### src/rtl/wb_unit.sv
// Write-back stage: selects ALU result or formatted load data, waits for late load data, times out stalled loads.
// Optional FP write port enabled by defining WB_FP_WRITEBACK_EN.
module wb_unit (
  input  logic        clk,
  input  logic        rst,
  input  logic [31:0] W_alu_out,
  input  logic [4:0]  W_rd,
  input  logic [4:0]  W_rd_f,
  input  logic [2:0]  W_funct3,
  input  logic        W_reg_write_enable,
  input  logic        W_reg_write_enable_f,
  input  logic        W_wb_data_sel,
  input  logic [31:0] dm_rdata,
  input  logic        dm_rvalid,
  output logic        rf_we,
  output logic [4:0]  rf_waddr,
  output logic [31:0] rf_wdata,
  output logic        frf_we,
  output logic [4:0]  frf_waddr,
  output logic        wb_stall,
  output logic        wb_timeout_err
);

  // dm_rvalid qualifies dm_rdata for exactly one cycle; there is no ready side:
  // the word is consumed whenever a load is presented (IDLE) or pending (WAIT_LOAD), otherwise dropped.
  typedef enum logic {IDLE = 1'b0, WAIT_LOAD = 1'b1} state_t;

  state_t      state, state_next;
  logic [5:0]  wait_cnt;
  logic [4:0]  p_rd, p_rd_f;
  logic [2:0]  p_funct3;
  logic [1:0]  p_off;
  logic        p_we, p_wef;
  logic        in_we_f, load_req, capture, timeout;
  logic        wr_we, wr_wef;
  logic [4:0]  wr_rd, wr_rd_f;
  logic [31:0] wr_data;
  logic        frf_we_q;
  logic [4:0]  frf_waddr_q;

`ifdef WB_FP_WRITEBACK_EN
  assign in_we_f   = W_reg_write_enable_f;
  assign frf_we    = frf_we_q;
  assign frf_waddr = frf_waddr_q;
`else
  logic unused_fp;
  assign in_we_f   = 1'b0;
  assign frf_we    = 1'b0;
  assign frf_waddr = 5'd0;
  assign unused_fp = ^{frf_we_q, frf_waddr_q, W_reg_write_enable_f};
`endif

  function automatic logic [31:0] format_load(input logic [2:0] f3, input logic [1:0] off,
                                              input logic [31:0] d);
    logic [7:0]  b;
    logic [15:0] h;
    case (off)
      2'd0:    b = d[7:0];
      2'd1:    b = d[15:8];
      2'd2:    b = d[23:16];
      default: b = d[31:24];
    endcase
    // Halfword ignores off[0]: misaligned halfwords silently use the aligned half.
    h = off[1] ? d[31:16] : d[15:0];
    case (f3)
      3'b000:  format_load = {{24{b[7]}}, b};
      3'b100:  format_load = {24'd0, b};
      3'b001:  format_load = {{16{h[15]}}, h};
      3'b101:  format_load = {16'd0, h};
      default: format_load = d;
    endcase
  endfunction

  assign load_req = W_wb_data_sel && (W_reg_write_enable || in_we_f);
  assign wb_stall = (state == WAIT_LOAD);

  always_ff @(posedge clk or negedge rst) begin
    if (!rst) state <= IDLE;
    else      state <= state_next;
  end

  always_comb begin
    state_next = state;
    wr_we      = 1'b0;
    wr_wef     = 1'b0;
    wr_rd      = W_rd;
    wr_rd_f    = W_rd_f;
    wr_data    = W_alu_out;
    capture    = 1'b0;
    timeout    = 1'b0;
    case (state)
      IDLE: begin
        if (!W_wb_data_sel) begin
          wr_we  = W_reg_write_enable;
          wr_wef = in_we_f;
        end else if (load_req) begin
          if (dm_rvalid) begin
            wr_we   = W_reg_write_enable;
            wr_wef  = in_we_f;
            wr_data = format_load(W_funct3, W_alu_out[1:0], dm_rdata);
          end else begin
            capture    = 1'b1;
            state_next = WAIT_LOAD;
          end
        end
      end
      WAIT_LOAD: begin
        wr_rd   = p_rd;
        wr_rd_f = p_rd_f;
        wr_data = format_load(p_funct3, p_off, dm_rdata);
        if (dm_rvalid) begin
          wr_we      = p_we;
          wr_wef     = p_wef;
          state_next = IDLE;
        end else if (wait_cnt == 6'd63) begin
          timeout    = 1'b1;
          state_next = IDLE;
        end
      end
      default: state_next = IDLE;
    endcase
  end

  always_ff @(posedge clk or negedge rst) begin
    if (!rst) begin
      wait_cnt       <= 6'd0;
      p_rd           <= 5'd0;
      p_rd_f         <= 5'd0;
      p_funct3       <= 3'd0;
      p_off          <= 2'd0;
      p_we           <= 1'b0;
      p_wef          <= 1'b0;
      rf_we          <= 1'b0;
      rf_waddr       <= 5'd0;
      rf_wdata       <= 32'd0;
      frf_we_q       <= 1'b0;
      frf_waddr_q    <= 5'd0;
      wb_timeout_err <= 1'b0;
    end else begin
      if (capture) begin
        wait_cnt <= 6'd0;
        p_rd     <= W_rd;
        p_rd_f   <= W_rd_f;
        p_funct3 <= W_funct3;
        p_off    <= W_alu_out[1:0];
        p_we     <= W_reg_write_enable;
        p_wef    <= in_we_f;
      end else if (state == WAIT_LOAD && !dm_rvalid && wait_cnt != 6'd63) begin
        wait_cnt <= wait_cnt + 6'd1;
      end
      if (timeout) wb_timeout_err <= 1'b1;
      // x0 is hardwired zero on the integer file only.
      rf_we       <= wr_we && (wr_rd != 5'd0);
      rf_waddr    <= wr_rd;
      rf_wdata    <= wr_data;
      frf_we_q    <= wr_wef;
      frf_waddr_q <= wr_rd_f;
    end
  end

endmodule

### config.mk
export PLATFORM = sky130hd
export DESIGN_NAME = wb_unit
export DESIGN_NICKNAME = d
export VERILOG_FILES = /design/src/rtl/wb_unit.sv
export SDC_FILE = /design/constraint.sdc
export NUM_CORES = 1
export LEC_CHECK = 0
export CAP_MARGIN = 20
export CORE_ASPECT_RATIO = 1.25
export CORE_UTILIZATION = 46
export DETAILED_ROUTE_END_ITERATION = 12
export PLACE_DENSITY = 0.8
export SLEW_MARGIN = 15
export SYNTH_ARGS = -nofsm -noshare
export SYNTH_HDL_FRONTEND = slang
export SYNTH_SLANG_ARGS = --single-unit
export TNS_END_PERCENT = 100
### constraint.sdc
create_clock -name clk -period 1.9 [get_ports clk]
set_input_delay 0.38 -clock clk [delete_from_list [all_inputs] [get_ports clk]]
set_output_delay 0.38 -clock clk [all_outputs]
set_load 0.02 [all_outputs]
Yosys cells after proc, flatten, opt, wreduce, memory -nomap -nowiden
Cells that the tools add are included.
{ "classes": {"add_sub_neg": 1, "muxes": 28, "n_bitwise": 1, "eq_ne": 12, "reduce_logical": 11} }
{ "ops": {"columns": ["operator", "n"], "rows": [
  ["$pmux W32 S4", 2],
  ["$mux W32", 3],
  ["$pmux W32 S2", 1],
  ["$pmux W8 S3", 2],
  ["$mux W16", 2],
  ["$mux W1", 13],
  ["$eq A3 B3 Y1 const B", 4],
  ["$mux W6", 2],
  ["$add A6 B1 Y6 const B", 1],
  ["$eq A3 B1 Y1 const B", 2],
  ["$eq A6 B6 Y1 const B", 1],
  ["$logic_not A3 Y1", 2],
  ["$ne A6 B6 Y1 const B", 1],
  ["$mux W5", 1],
  ["$reduce_bool A5 Y1", 1],
  ["$eq A2 B1 Y1 const B", 2],
  ["$eq A2 B2 Y1 const B", 2],
  ["$logic_and A1 B1 Y1", 4],
  ["$logic_not A2 Y1", 2],
  ["$pmux W1 S2", 2],
  ["$reduce_bool A2 Y1", 1],
  ["$logic_not A1 Y1", 1],
  ["$not A1 Y1", 1]
]} }
{ "totals": {"register_bits": 57, "output_inout_bits": 46, "input_bits": 83, "word_cells": 63} }

Depth between registers and ports, before layout
{ "depth": {"word_depth": 7, "mapped_depth": 6, "mapped_depth_nobuf": 5} }

Worst setup path before layout
Ideal clock, no wire load.
{ "synth_timing": {"path_type": "flip-flop to flip-flop", "from": "register state (netlist: wb_stall)", "to": "register rf_we", "n_path_buf": 1, "required_ps": 1781, "slack_ps": 161, "setup_time_ps": 119, "path_stages_with_launch": 5, "period_less_slack_ps": 1739, "t_arrival_ps": 1621, "path_cell_list": "dfrtp_1 > buf_2 > mux2_1 > or4_1 > o21a_1"} }
{ "synth_via": {"elab_chain_len": 3, "elab_cells_between_ends": 5, "classes_between": "mux (2); bitwise (1); reduce/logical (2)"} }
{ "synth_rtl": {"columns": ["item", "line", "text"], "rows": [
  ["from (decl)", "28", "state_t state, state_next;"],
  ["from (signal assigned)", "79", "else state <= state_next;"],
  ["$mux W5", "91", "case (state)"],
  ["net wr_rd[2]", "36", "logic [4:0] wr_rd, wr_rd_f;"],
  ["$reduce_bool A5 Y1", "153", "rf_we <= wr_we && (wr_rd != 5'd0);"],
  ["$logic_and A1 B1 Y1", "153", null],
  ["to (signal assigned)", "153", null],
  ["to (decl)", "15", "output logic rf_we,"]
]} }
The timed path passes the listed nets, and every way through them passes these cells.
A chain may end at the register's enable or synchronous reset.

Worst setup path after layout
{ "layout_timing": {"from": "input port W_alu_out[0]", "to": "register rf_wdata[11]"} }
{ "layout_via": {"elab_chain_len": 7, "elab_cells_between_ends": 9, "classes_between": "eq/ne (2); mux (6); reduce/logical (1)"} }
{ "layout_rtl": {"columns": ["item", "line", "text"], "rows": [
  ["from (decl)", "6", "input logic [31:0] W_alu_out,"],
  ["$eq A2 B2 Y1, or another cell as far along", "57", "case (off)"],
  ["$pmux W8 S3 (*)", "57", null],
  ["$pmux W32 S4 (*)", "65", "case (f3)"],
  ["$mux W32 (*)", "97", "if (dm_rvalid) begin"],
  ["$mux W32 (*)", "96", "end else if (load_req) begin"],
  ["$mux W32 (*)", "93", "if (!W_wb_data_sel) begin"],
  ["$pmux W32 S2 (*)", "91", null],
  ["net wr_data[11]", "37", "logic [31:0] wr_data;"],
  ["to (signal assigned)", "155", "rf_wdata <= wr_data;"],
  ["to (decl)", "17", "output logic [31:0] rf_wdata,"]
]} }
Mark *: on every way through the listed nets, which the timed path passes. The rest lies on a longest branch.

==> out/results.tsv <==
stage	metric	value	unit
run_status	outcome	finished, final reports clean	
timing	Final Hold Fails	0	
setup_path	startpoint types	input port	
synth	Synth Instances	386	
min_path	Hold WC Path Type	in -> async	
floorplan	core region area	7490	µm²
timing	# setup viols final	0	
setup_path	WP data required	2.13	ns
routing	Wirelength per Cell	18.4	µm
timing	crit share post-route	95.5	%
timing	fmax	0.551	GHz
floorplan	Rows	35	
setup_path	max incr delay on CP	0.54	ns
pwr	static leakage	0.00225	µW
routing	drt drc	0	
clocking	Post-CTS Repair Setup Buffers	0	
timing	Slew Viols, Final	0	
clocking	clock sink count	57	
place	dpl hpwl	8400	µm
pwr	PD cells	773	nW/µm²
setup_path	flop-to-flop setup slack	0.11	ns
floorplan	Die Ht	101	µm
clocking	clock latency on the worst-skew pair	0.35	ns
cells_and_area	# diodes	0	
clocking	# H-tree levels	3	
setup_path	CP max FO	7	
timing	Least-Margin Pin Slew	0.469	ns
synth	top cells by count, synth	dfrtp_1 (57), nand2_1 (45), mux2i_1 (29)	
cells_and_area	Layout Nets	606	
place	placed cells	603	
setup_path	Worst Setup End Kind	flop	
floorplan	IO Pins	129	
routing	Detail Route Antenna Nets	0	
timing	setup TNS	0	ns
clocking	CTS tree	yes	
cells_and_area	Layout area overhead	45.7	%
place	GP Congestion	0.897	
floorplan	DIE AREA	8210	µm²
floorplan	Die Span X	81.2	µm
pwr	P_int	2690	µW
cells_and_area	final non-filler cell total	619	
setup_path	Slowest-stage cell, CP	clkdlybuf4s50_1	
global_route	pin count of the biggest net entering global routing	58	
synth	Synth Cell Area	3610	µm²
routing	final wirelength	11400	µm
place	Placed Area	5060	µm²
pwr	Clock Power Share	27.8	%
pwr	sw frac	33.9	%
global_route	antenna violations before repair	0	
routing	DR iter-0 viols	233	
global_route	GRT Residual Overflow	0	
synth	post-synth top area cell	dfrtp_1	
synth	number of synthesized flops with an enable pin	0	
cells_and_area	# fillers	550	
pwr	Switch Pwr	1380	µW
synth	ys flop type	dfrtp_1	
floorplan	Initial Utilization	48.2	%
pwr	Worst VDD drop	0.635	mV
setup_path	Worst Path Class, Setup	in -> reg	
routing	Vias	3652	
setup_path	Worst EP arrival	2.05	ns
cells_and_area	post-route cell area	5260	µm²
timing	Clock Skew	0.00976	ns
routing	first drt pass iteration count	5	
cells_and_area	share of post-route cells with drive strength above 1	14.8	%
synth	Yosys reg bits	57	
clocking	Bufs on Longest Clock Path	2	
clocking	root buffer cell	clkbuf_8	
global_route	first-pass GRT wire length	17900	µm
synth	Synth cell types	48	
timing	Period minus WS final	1.81	ns
clocking	total CTS buffers	9	
synth	Synth top area share	39.5	%
global_route	number of global-route vias before repair	3519	
pwr	Comb power frac	35.7	%
global_route	Overall Global Routing Usage	29.0	%
clocking	Worst-path clk slew	0.07	ns
place	port bufs	116	
synth	Syn Area/Cell	9.35	µm²
timing	RSZ-0062 raised after global routing	true	
synth	FFs w/ async S/R, synth	100	%
pwr	Sequential Power Share	36.6	%
setup_path	worst-path cell chain	clkdlybuf4s50_1 > or3_1 > o22ai_2 > a21oi_1 > o41ai_1	
flow_run	max_cap viols	0	
synth	Yosys warning total	0	
routing	Via density	5.90	
timing	Rel. slew slack	67.9	%
synth	Seq/Total Area, Yosys	39.5	%
synth	most frequent cell after synthesis	dfrtp_1	
synth	synth top area cells	dfrtp_1 (40%), mux2i_1 (8.0%), nand2_1 (4.7%)	
[cell families (layout without fill, tap and decap cells)]
logic type,count (synthesis),count (layout),synth area share [%]
buffers and inverters,46,182,6.44
XOR/XNOR,3,3,0.728
AND/OR/NAND/NOR,121,121,16.4
flip-flops,57,57,39.5
other,1,6,0.104
adder cells (fa/ha/maj),1,1,0.346
AO/OA/AOI/OAI,121,121,25.9
multiplexers,36,36,10.5
[per-stage QoR]
| stage | total power [µW] | hold WS, ns | utilization (%) | setup slack, ns |
|---|---|---|---|---|
| finish | 4070 | 0.0168 | 70.3 | 0.0859 |
| global route | 4250 | 0.0447 | 70.3 | -0.0213 |
| CTS | 4070 | 0.0304 | 70.1 | 0.0770 |
| detailed placement | 2940 | 0.403 | 67.5 | -0.291 |
| global placement | 2900 | 0.403 | 67.5 | -0.231 |
| floorplan | 2270 | 0.0844 | - | 0.161 |
[worst max-delay path, delay by kind of cell]
family / cells / cell delay (ns)
AND/OR/NAND/NOR: 1 / 0.42
buffers and inverters: 1 / 0.54
AO/OA/AOI/OAI: 3 / 0.72
[timing repair]
item / in CTS / in global routing
endpoints found under the hold margin: 0 / 0
endpoints found under the setup margin: 0 / 4
hold buffers: 0 / 0
gates resized for setup: 0 / 2
[sequential cells by signal, summed over array words and instances, names as in the netlist]
signal          cells
wait_cnt            6
p_funct3            3
p_rd                5
p_off               2
rf_waddr            5
p_we                1
wb_stall            1
rf_wdata           32
wb_timeout_err      1
rf_we               1
[layout by cell type (no fill, tap or decap), drive strengths merged, types with 5 or more instances in the layout]
cell           Yosys  routed
o2111ai           15      15
nor3              11      11
o21ai             24      24
clkdlybuf4s50      0     115
inv                9       9
o41ai              8       8
nand2b             5       5
a22oi             19      19
mux2               6       6
nor2              20      20
clkbuf            16       9
nand3              9       9
o22ai              6       6
conb               1       6
nand2             45      45
o221ai            13      13
dfrtp             57      57
nor2b             17      17
buf               20      41
a21oi             19      19
or3                5       5
mux2i             29      29
[per-layer routing]
layer | wire, µm | global-route usage [%] | part of all wire [%]
met2 | 5550 | 48.7 | 49
met1 | 4750 | 36.0 | 42
met3 | 794 | 5.79 | 7.0
met4 | 276 | 11.5 | 2.4
met5 | 0 | 0 | 0
[final timing paths]
path	from	endpoint	depth (start not counted)
min reg2reg	wb_timeout_err	wb_timeout_err	1
max	W_alu_out[0]	rf_wdata[11]	5
max in group asynchronous	rst	wb_stall	2
min in group clk	wb_timeout_err	wb_timeout_err	1
min	rst	rf_wdata[3]	2
max reg2reg	p_off[1]	rf_wdata[14]	4
[power groups by stage]
stage          combinational [µW]  clock, µW  sequential (µW)
2_1_floorplan                 646          0             1630
3_3_place_gp                 1400          0             1500
3_5_place_dp                 1430          0             1510
4_1_cts                      1440       1150             1480
5_1_grt                      1550       1200             1500
6_report                     1450       1130             1490
[area by class of cell]
class,instances,area (µm²),share of cell area [%]
repair buffers,156,1510,28.6
flip-flops and latches,57,1430,27.2
clock inverters,7,71.3,1.36
well taps,92,115,2.19
clock buffers,9,124,2.35
multi-input cells,288,1980,37.6
inverters,10,37.5,0.713
Note: power is estimated with default switching activity, not from simulation.
